File: src/rtl/lc3_pkg.sv
// Shared constants for the LC-3 operate unit: opcodes, FSM states, condition codes.
// Latency: n/a (package). Backpressure: n/a.
// Helper functions classify opcodes and derive one-hot NZP from a result.
package lc3_pkg;

    localparam logic [3:0] OP_ADD = 4'b0001;
    localparam logic [3:0] OP_AND = 4'b0101;
    localparam logic [3:0] OP_NOT = 4'b1001;

    localparam logic [2:0] NZP_N = 3'b100;
    localparam logic [2:0] NZP_Z = 3'b010;
    localparam logic [2:0] NZP_P = 3'b001;

    typedef enum logic [1:0] {
        IDLE   = 2'd0,
        DECODE = 2'd1,
        EXEC   = 2'd2,
        WB     = 2'd3
    } state_t;

    function automatic logic is_operate(input logic [3:0] op);
        return (op == OP_ADD) || (op == OP_AND) || (op == OP_NOT);
    endfunction

    function automatic logic [2:0] nzp_of(input logic [15:0] v);
        if (v[15])
            return NZP_N;
        else if (v == 16'h0000)
            return NZP_Z;
        else
            return NZP_P;
    endfunction

endpackage

File: src/rtl/lc3_alu.sv
// Combinational ADD/AND/NOT datapath for LC-3 operate instructions.
// Latency: 0 cycles (pure combinational). Backpressure: none.
// Unknown opcodes yield zero; the caller never commits them.
module lc3_alu
    import lc3_pkg::*;
(
    input  logic [15:0] a,
    input  logic [15:0] b,
    input  logic [3:0]  op,
    output logic [15:0] result
);

    always_comb begin
        result = 16'h0000;
        case (op)
            OP_ADD:  result = a + b;
            OP_AND:  result = a & b;
            OP_NOT:  result = ~a;
            default: result = 16'h0000;
        endcase
    end

endmodule

File: src/rtl/lc3_operate_unit.sv
// Executes one LC-3 ADD/AND/NOT per accepted word and writes the register file.
// Latency: write/done in the 4th cycle after acceptance; illegal flagged in the 2nd.
// Backpressure: instr_ready only in IDLE, so at most one instruction per 4 cycles.
module lc3_operate_unit
    import lc3_pkg::*;
#(
    parameter logic [2:0] NZP_RST = 3'b010
) (
    input  logic        clk,
    input  logic        rst,
    input  logic        instr_valid,
    input  logic [15:0] instr,
    output logic        instr_ready,
    output logic [2:0]  rf_sr1,
    output logic [2:0]  rf_sr2,
    input  logic [15:0] rf_sr1_data,
    input  logic [15:0] rf_sr2_data,
    output logic [2:0]  rf_dr,
    output logic [15:0] rf_d,
    output logic        rf_we,
    output logic [2:0]  nzp,
    output logic        done,
    output logic        illegal
);

    state_t      state_q;
    logic [15:0] ir_q;
    logic [15:0] result_q;
    logic [15:0] result_d;
    logic [15:0] op_b;
    logic [2:0]  nzp_q;
    logic        we_q;
    logic        done_q;
    logic        illegal_q;

    assign op_b = ir_q[5] ? {{11{ir_q[4]}}, ir_q[4:0]} : rf_sr2_data;

    lc3_alu u_alu (
        .a      (rf_sr1_data),
        .b      (op_b),
        .op     (ir_q[15:12]),
        .result (result_d)
    );

    // Pulses are registered one edge ahead so they line up with the state they belong to;
    // nzp is loaded with the result so it is already valid while the write is presented.
    always_ff @(posedge clk) begin
        if (rst) begin
            state_q   <= IDLE;
            ir_q      <= 16'h0000;
            result_q  <= 16'h0000;
            nzp_q     <= NZP_RST;
            we_q      <= 1'b0;
            done_q    <= 1'b0;
            illegal_q <= 1'b0;
        end else begin
            we_q      <= 1'b0;
            done_q    <= 1'b0;
            illegal_q <= 1'b0;
            case (state_q)
                IDLE: begin
                    if (instr_valid) begin
                        ir_q      <= instr;
                        illegal_q <= !is_operate(instr[15:12]);
                        state_q   <= DECODE;
                    end
                end
                DECODE: begin
                    state_q <= is_operate(ir_q[15:12]) ? EXEC : IDLE;
                end
                EXEC: begin
                    result_q <= result_d;
                    nzp_q    <= nzp_of(result_d);
                    we_q     <= 1'b1;
                    done_q   <= 1'b1;
                    state_q  <= WB;
                end
                WB: begin
                    state_q <= IDLE;
                end
                default: begin
                    state_q <= IDLE;
                end
            endcase
        end
    end

    assign instr_ready = (state_q == IDLE);
    assign rf_sr1      = ir_q[8:6];
    assign rf_sr2      = ir_q[2:0];
    assign rf_dr       = ir_q[11:9];
    assign rf_d        = result_q;
    assign rf_we       = we_q;
    assign nzp         = nzp_q;
    assign done        = done_q;
    assign illegal     = illegal_q;

endmodule

File: config.mk
export PLATFORM = sky130hd
export DESIGN_NAME = lc3_operate_unit
export DESIGN_NICKNAME = d
export VERILOG_FILES = /design/src/rtl/lc3_pkg.sv /design/src/rtl/lc3_alu.sv /design/src/rtl/lc3_operate_unit.sv
export SDC_FILE = /design/constraint.sdc
export NUM_CORES = 1
export LEC_CHECK = 0
export ABC_AREA = 1
export CAP_MARGIN = 15
export CORE_MARGIN = 2
export CORE_UTILIZATION = 49
export DETAILED_ROUTE_END_ITERATION = 16
export GPL_ROUTABILITY_DRIVEN = 0
export GPL_TIMING_DRIVEN = 0
export PLACE_DENSITY = 0.86
export SLEW_MARGIN = 20
export SYNTH_ARGS = -nofsm -noshare
export SYNTH_HDL_FRONTEND = slang
export SYNTH_SLANG_ARGS = --single-unit
File: constraint.sdc
create_clock -name clk -period 2.9 [get_ports clk]
set_clock_uncertainty 0.05 [all_clocks]
set_input_delay 0.58 -clock clk [delete_from_list [all_inputs] [get_ports clk]]
set_output_delay 0.58 -clock clk [all_outputs]
set_load 0.02 [all_outputs]
==> summary.txt <==
CTS
  • H-tree levels: 2
  • Hold-fix buffers at CTS: 0
  • Root buffer cell: clkbuf_8
  • CTS tree: done
  • Clock buffer depth: 2
  • Clock Latency Late Sink: 0.29 ns
  • Clk slew on worst S/H paths: 0.08 ns
  • Num Clock Sinks: 38
  • Num CTS Buffers: 5

Setup path
  • Worst EP required: about 3.0 ns
  • Crit path kind: in2reg
  • Crit end category: register
  • Crit-path max FO: 5
  • CP startpoint: rf_sr2_data[7]
  • Worst R2R Start: ir_q[5]$_SDFFE_PP0P_
  • Worst endpoint data arrival time: 2.89 ns
  • Worst path max stage delay: approximately 0.45 ns
  • Startpoint Class: input pin
  • Worst r2r dst: nzp[0]$_SDFFE_PP0P_
  • Reg2reg path depth: 14
  • Critical path cell sequence: clkdlybuf4s50_1, inv_1, o21ai_0, ha_1, nand2_1, nor2_2, nand3_1, nand3_1, nand2_1, nand3_1, nand2_1, nor3_4, nand3_2, nand2_2, a21oi_2
  • Worst path slowest cell: clkdlybuf4s50_1
  • R2R Setup Slk: 0.19 ns

GRT
  • Largest net degree at the start of global routing: 13
  • Initial antenna violation count: 0
  • Overflow after GRT: 0
  • Tot GR Track Use: 0.267
  • Vias in the first global route: around 3.2k
  • First-pass GRT wire length: 14000 microns

Logic synthesis
  • Synth unique cells: 35
  • YS warnings: 0
  • Post-Synth Adder-Cell Area: 0.0730
  • Cell Area, Synth: 0.00302 sq mm
  • Post-synthesis xor/xnor area fraction: 0.00290
  • Main combinational cell family by area after synthesis: simple AND/OR/NAND/NOR gates
  • Sequential fraction of the synthesis area: 0.252
  • Proportion of synthesized area in mux cells: 0.0149
  • Mapped Cells: 491
  • Post-Synth Simple-Gate Area: 0.348
  • Synth Net Count: 559
  • Synth Area per Inst: 6.14 sq um
  • Yosys reg bits: 38
  • Synth Area in Compound Gates: 0.151

Hold path
  • Worst min path class: reg2reg
  • Hold Path Sink: ir_q[11]$_SDFFE_PP0P_
  • Worst Hold Launch: ir_q[11]$_SDFFE_PP0P_
  • Hold Path Depth: 2

Route
  • Routed len/inst: 13.4 microns
  • Initial DRC Count: 245
  • Vias post-DR: 3532
  • Number of antenna-violating nets in the routed design: 0
  • Drt drc: 0
  • Final WL: 8800 microns
  • DRT Pass-1 Iters: 8
  • Vias per inst: 5.38

Floorplanning
  • Chip width: 82.4 microns
  • Die ar.: 0.00680 sq mm
  • Initial Util: 0.509
  • Die Y: 82.4 microns
  • Core area: 0.00592 sq mm
  • Num ports: 83
  • Row Count: 28

Power and ir drop
  • Pwr Total: 1640 uW
  • Internal: ~1000 uW
  • Largest vdd supply drop: 0.213 mV
  • Sw frac: 0.366
  • Comb pwr share: 0.416
  • Clock power frac: 0.233
  • Leakage power: 0.00201 uW
  • PwrDens: 395 mW/mm^2
  • Sequential share of power: 0.351
  • P_sw: approximately 600 uW

Timing
  • Max-slew violations: 0
  • Final hold vios: 0
  • Min Clock Period, post-route: 2.77 ns
  • Max frequency: 361 MHz
  • Final hold slack: between 0.4 and 0.5 ns
  • Slew HR: 0.697
  • Final setup fails: 0
  • Slew @ Worst Pin: 0.454 ns
  • Setup TNS: 0 ns
  • Ratio of final minimum period to clock period: 0.956

Final layout
  • Fin nets: 649
  • Post-layout util: 0.701
  • Share of cells above drive strength 1: 0.124
  • Diodes inserted: 0
  • Area Growth Syn to Fin: 37.6%
  • Cell Count, Final, Fillers Out: 657

Outcome
  • Status: finished clean

Placement
  • Placed cell count: 648
  • Post-detail-place hpwl: approximately 6900 microns
  • Number of port buffers: 82

Flow run
  • Max Cap Viol: 0
-- sequential cells by signal, summed over array words and instances, names as in the netlist, named ones only --
name     cells
ir_q        16
rf_d        16
nzp          2
done         1
illegal      1
state_q      1
-- logic make-up (layout without fill, tap and decap cells) --
| family | count (synthesis) | count (layout) |
|---|---|---|
| adders and majority gates | 17 | 17 |
| muxes | 4 | 4 |
| xor gates and xnor gates | 1 | 1 |
| buffers and inverters | 110 | 201 |
| DFF | 38 | 38 |
| and+or+nand+nor | 237 | 237 |
| AOI/OAI and AO/OA | 84 | 84 |
-- repair_timing --
action,in CTS,in global routing
setup endpoints to repair,6,2
pin swaps,1,13
resized for setup,4,26
setup buffers,1,2
-- final cells by class --
cell class | count | area (sq um)
clock buffer | 6 | 82.6
sequential | 38 | 764
inverter | 84 | 315
multi-input combinational | 343 | 1880
tap | 75 | 93.8
fill | 510 | 1770
buffer | 24 | 158
timing repair buffer | 85 | 846
clock inverter | 2 | 12.5
-- cells in the final DEF (no fill, tap or decap), drive strengths merged, types with 2 or more instances in the layout --
cell type	instances
clkdlybuf4s50	81
ha	16
or2	3
a31oi	3
nor2	74
nand4	4
inv	84
o21ai	52
o211ai	2
mux2	4
buf	17
nand2	103
dfxtp	38
nor3	4
nand3	45
nand3b	4
o22ai	7
a21oi	18
clkbuf	16
-- cell usage after synthesis --
cell type	instances	area, sq um
inv_2	4	15.0
o21ai_2	1	8.76
mux2_2	4	45.0
o21ai_1	1	5.00
inv_1	80	300
a21oi_1	16	80.1
a211oi_1	1	7.51
o22ai_1	7	43.8
or2_4	1	8.76
o211ai_1	2	15.0
nand2_1	99	372
fa_1	1	20.0
dfxtp_1	38	761
o21ai_0	50	250
buf_6	3	33.8
nor3_1	3	15.0
nand3_2	2	20.0
nor2_1	69	259
nand3b_1	4	30.0
nor2_2	2	12.5
xnor2_1	1	8.76
buf_4	11	82.6
nor2_4	3	33.8
o21a_1	1	7.51
or2_0	1	6.26
nand4_1	4	25.0
clkbuf_1	12	45.0
nand3_1	43	215
a31oi_1	3	18.8
nand2_2	3	18.8
nand2_4	1	11.3
or2_2	1	6.26
ha_1	16	200
a21oi_2	2	17.5
nor3_4	1	16.3
-- how the worst max path moves through the flow --
| stage | end | slack [ns] | depth (start not counted) |
|---|---|---|---|
| global route | nzp[0]$_SDFFE_PP0P_ | -0.05 | 15 |
| finish | nzp[0]$_SDFFE_PP0P_ | 0.13 | 15 |
| global placement | nzp[0]$_SDFFE_PP0P_ | -0.38 | 16 |
| detailed placement | nzp[0]$_SDFFE_PP0P_ | -0.40 | 16 |
| floorplan | nzp[0]$_SDFFE_PP0P_ | 0.21 | 16 |
| CTS | nzp[0]$_SDFFE_PP0P_ | 0.02 | 16 |
-- power by group through the flow --
stage               logic [uW]  registers [uW]  clock network, uW
floorplan                  419             589                  0
global placement           616             580                  0
detailed placement         634             582                  0
CTS                        636             574                388
global route               756             578                403
finish                     683             575                382
-- critical path, delay by kind of cell --
family / cells / cell delay [ns]
simple gates: 10 / 1.30
buf+inv: 2 / 0.48
fa+ha+maj: 1 / 0.27
compound gates: 2 / 0.26
-- per-layer routing --
layer	part of all wire	GRT usage	wire length, microns
met4	0.029	0.100	258
met1	0.40	0.335	3540
met3	0.088	0.0272	777
met2	0.48	0.469	4220
met5	0	0	0
-- through the flow --
stage / setup slack, ns / instance area [sq um]
3_3_place_gp: -0.376 / 3930
2_1_floorplan: 0.212 / 3020
4_1_cts: 0.0211 / 4030
3_5_place_dp: -0.403 / 3930
5_1_grt: -0.0467 / 4150
6_report: 0.126 / 4150
Note: power is estimated with default switching activity, not from simulation.
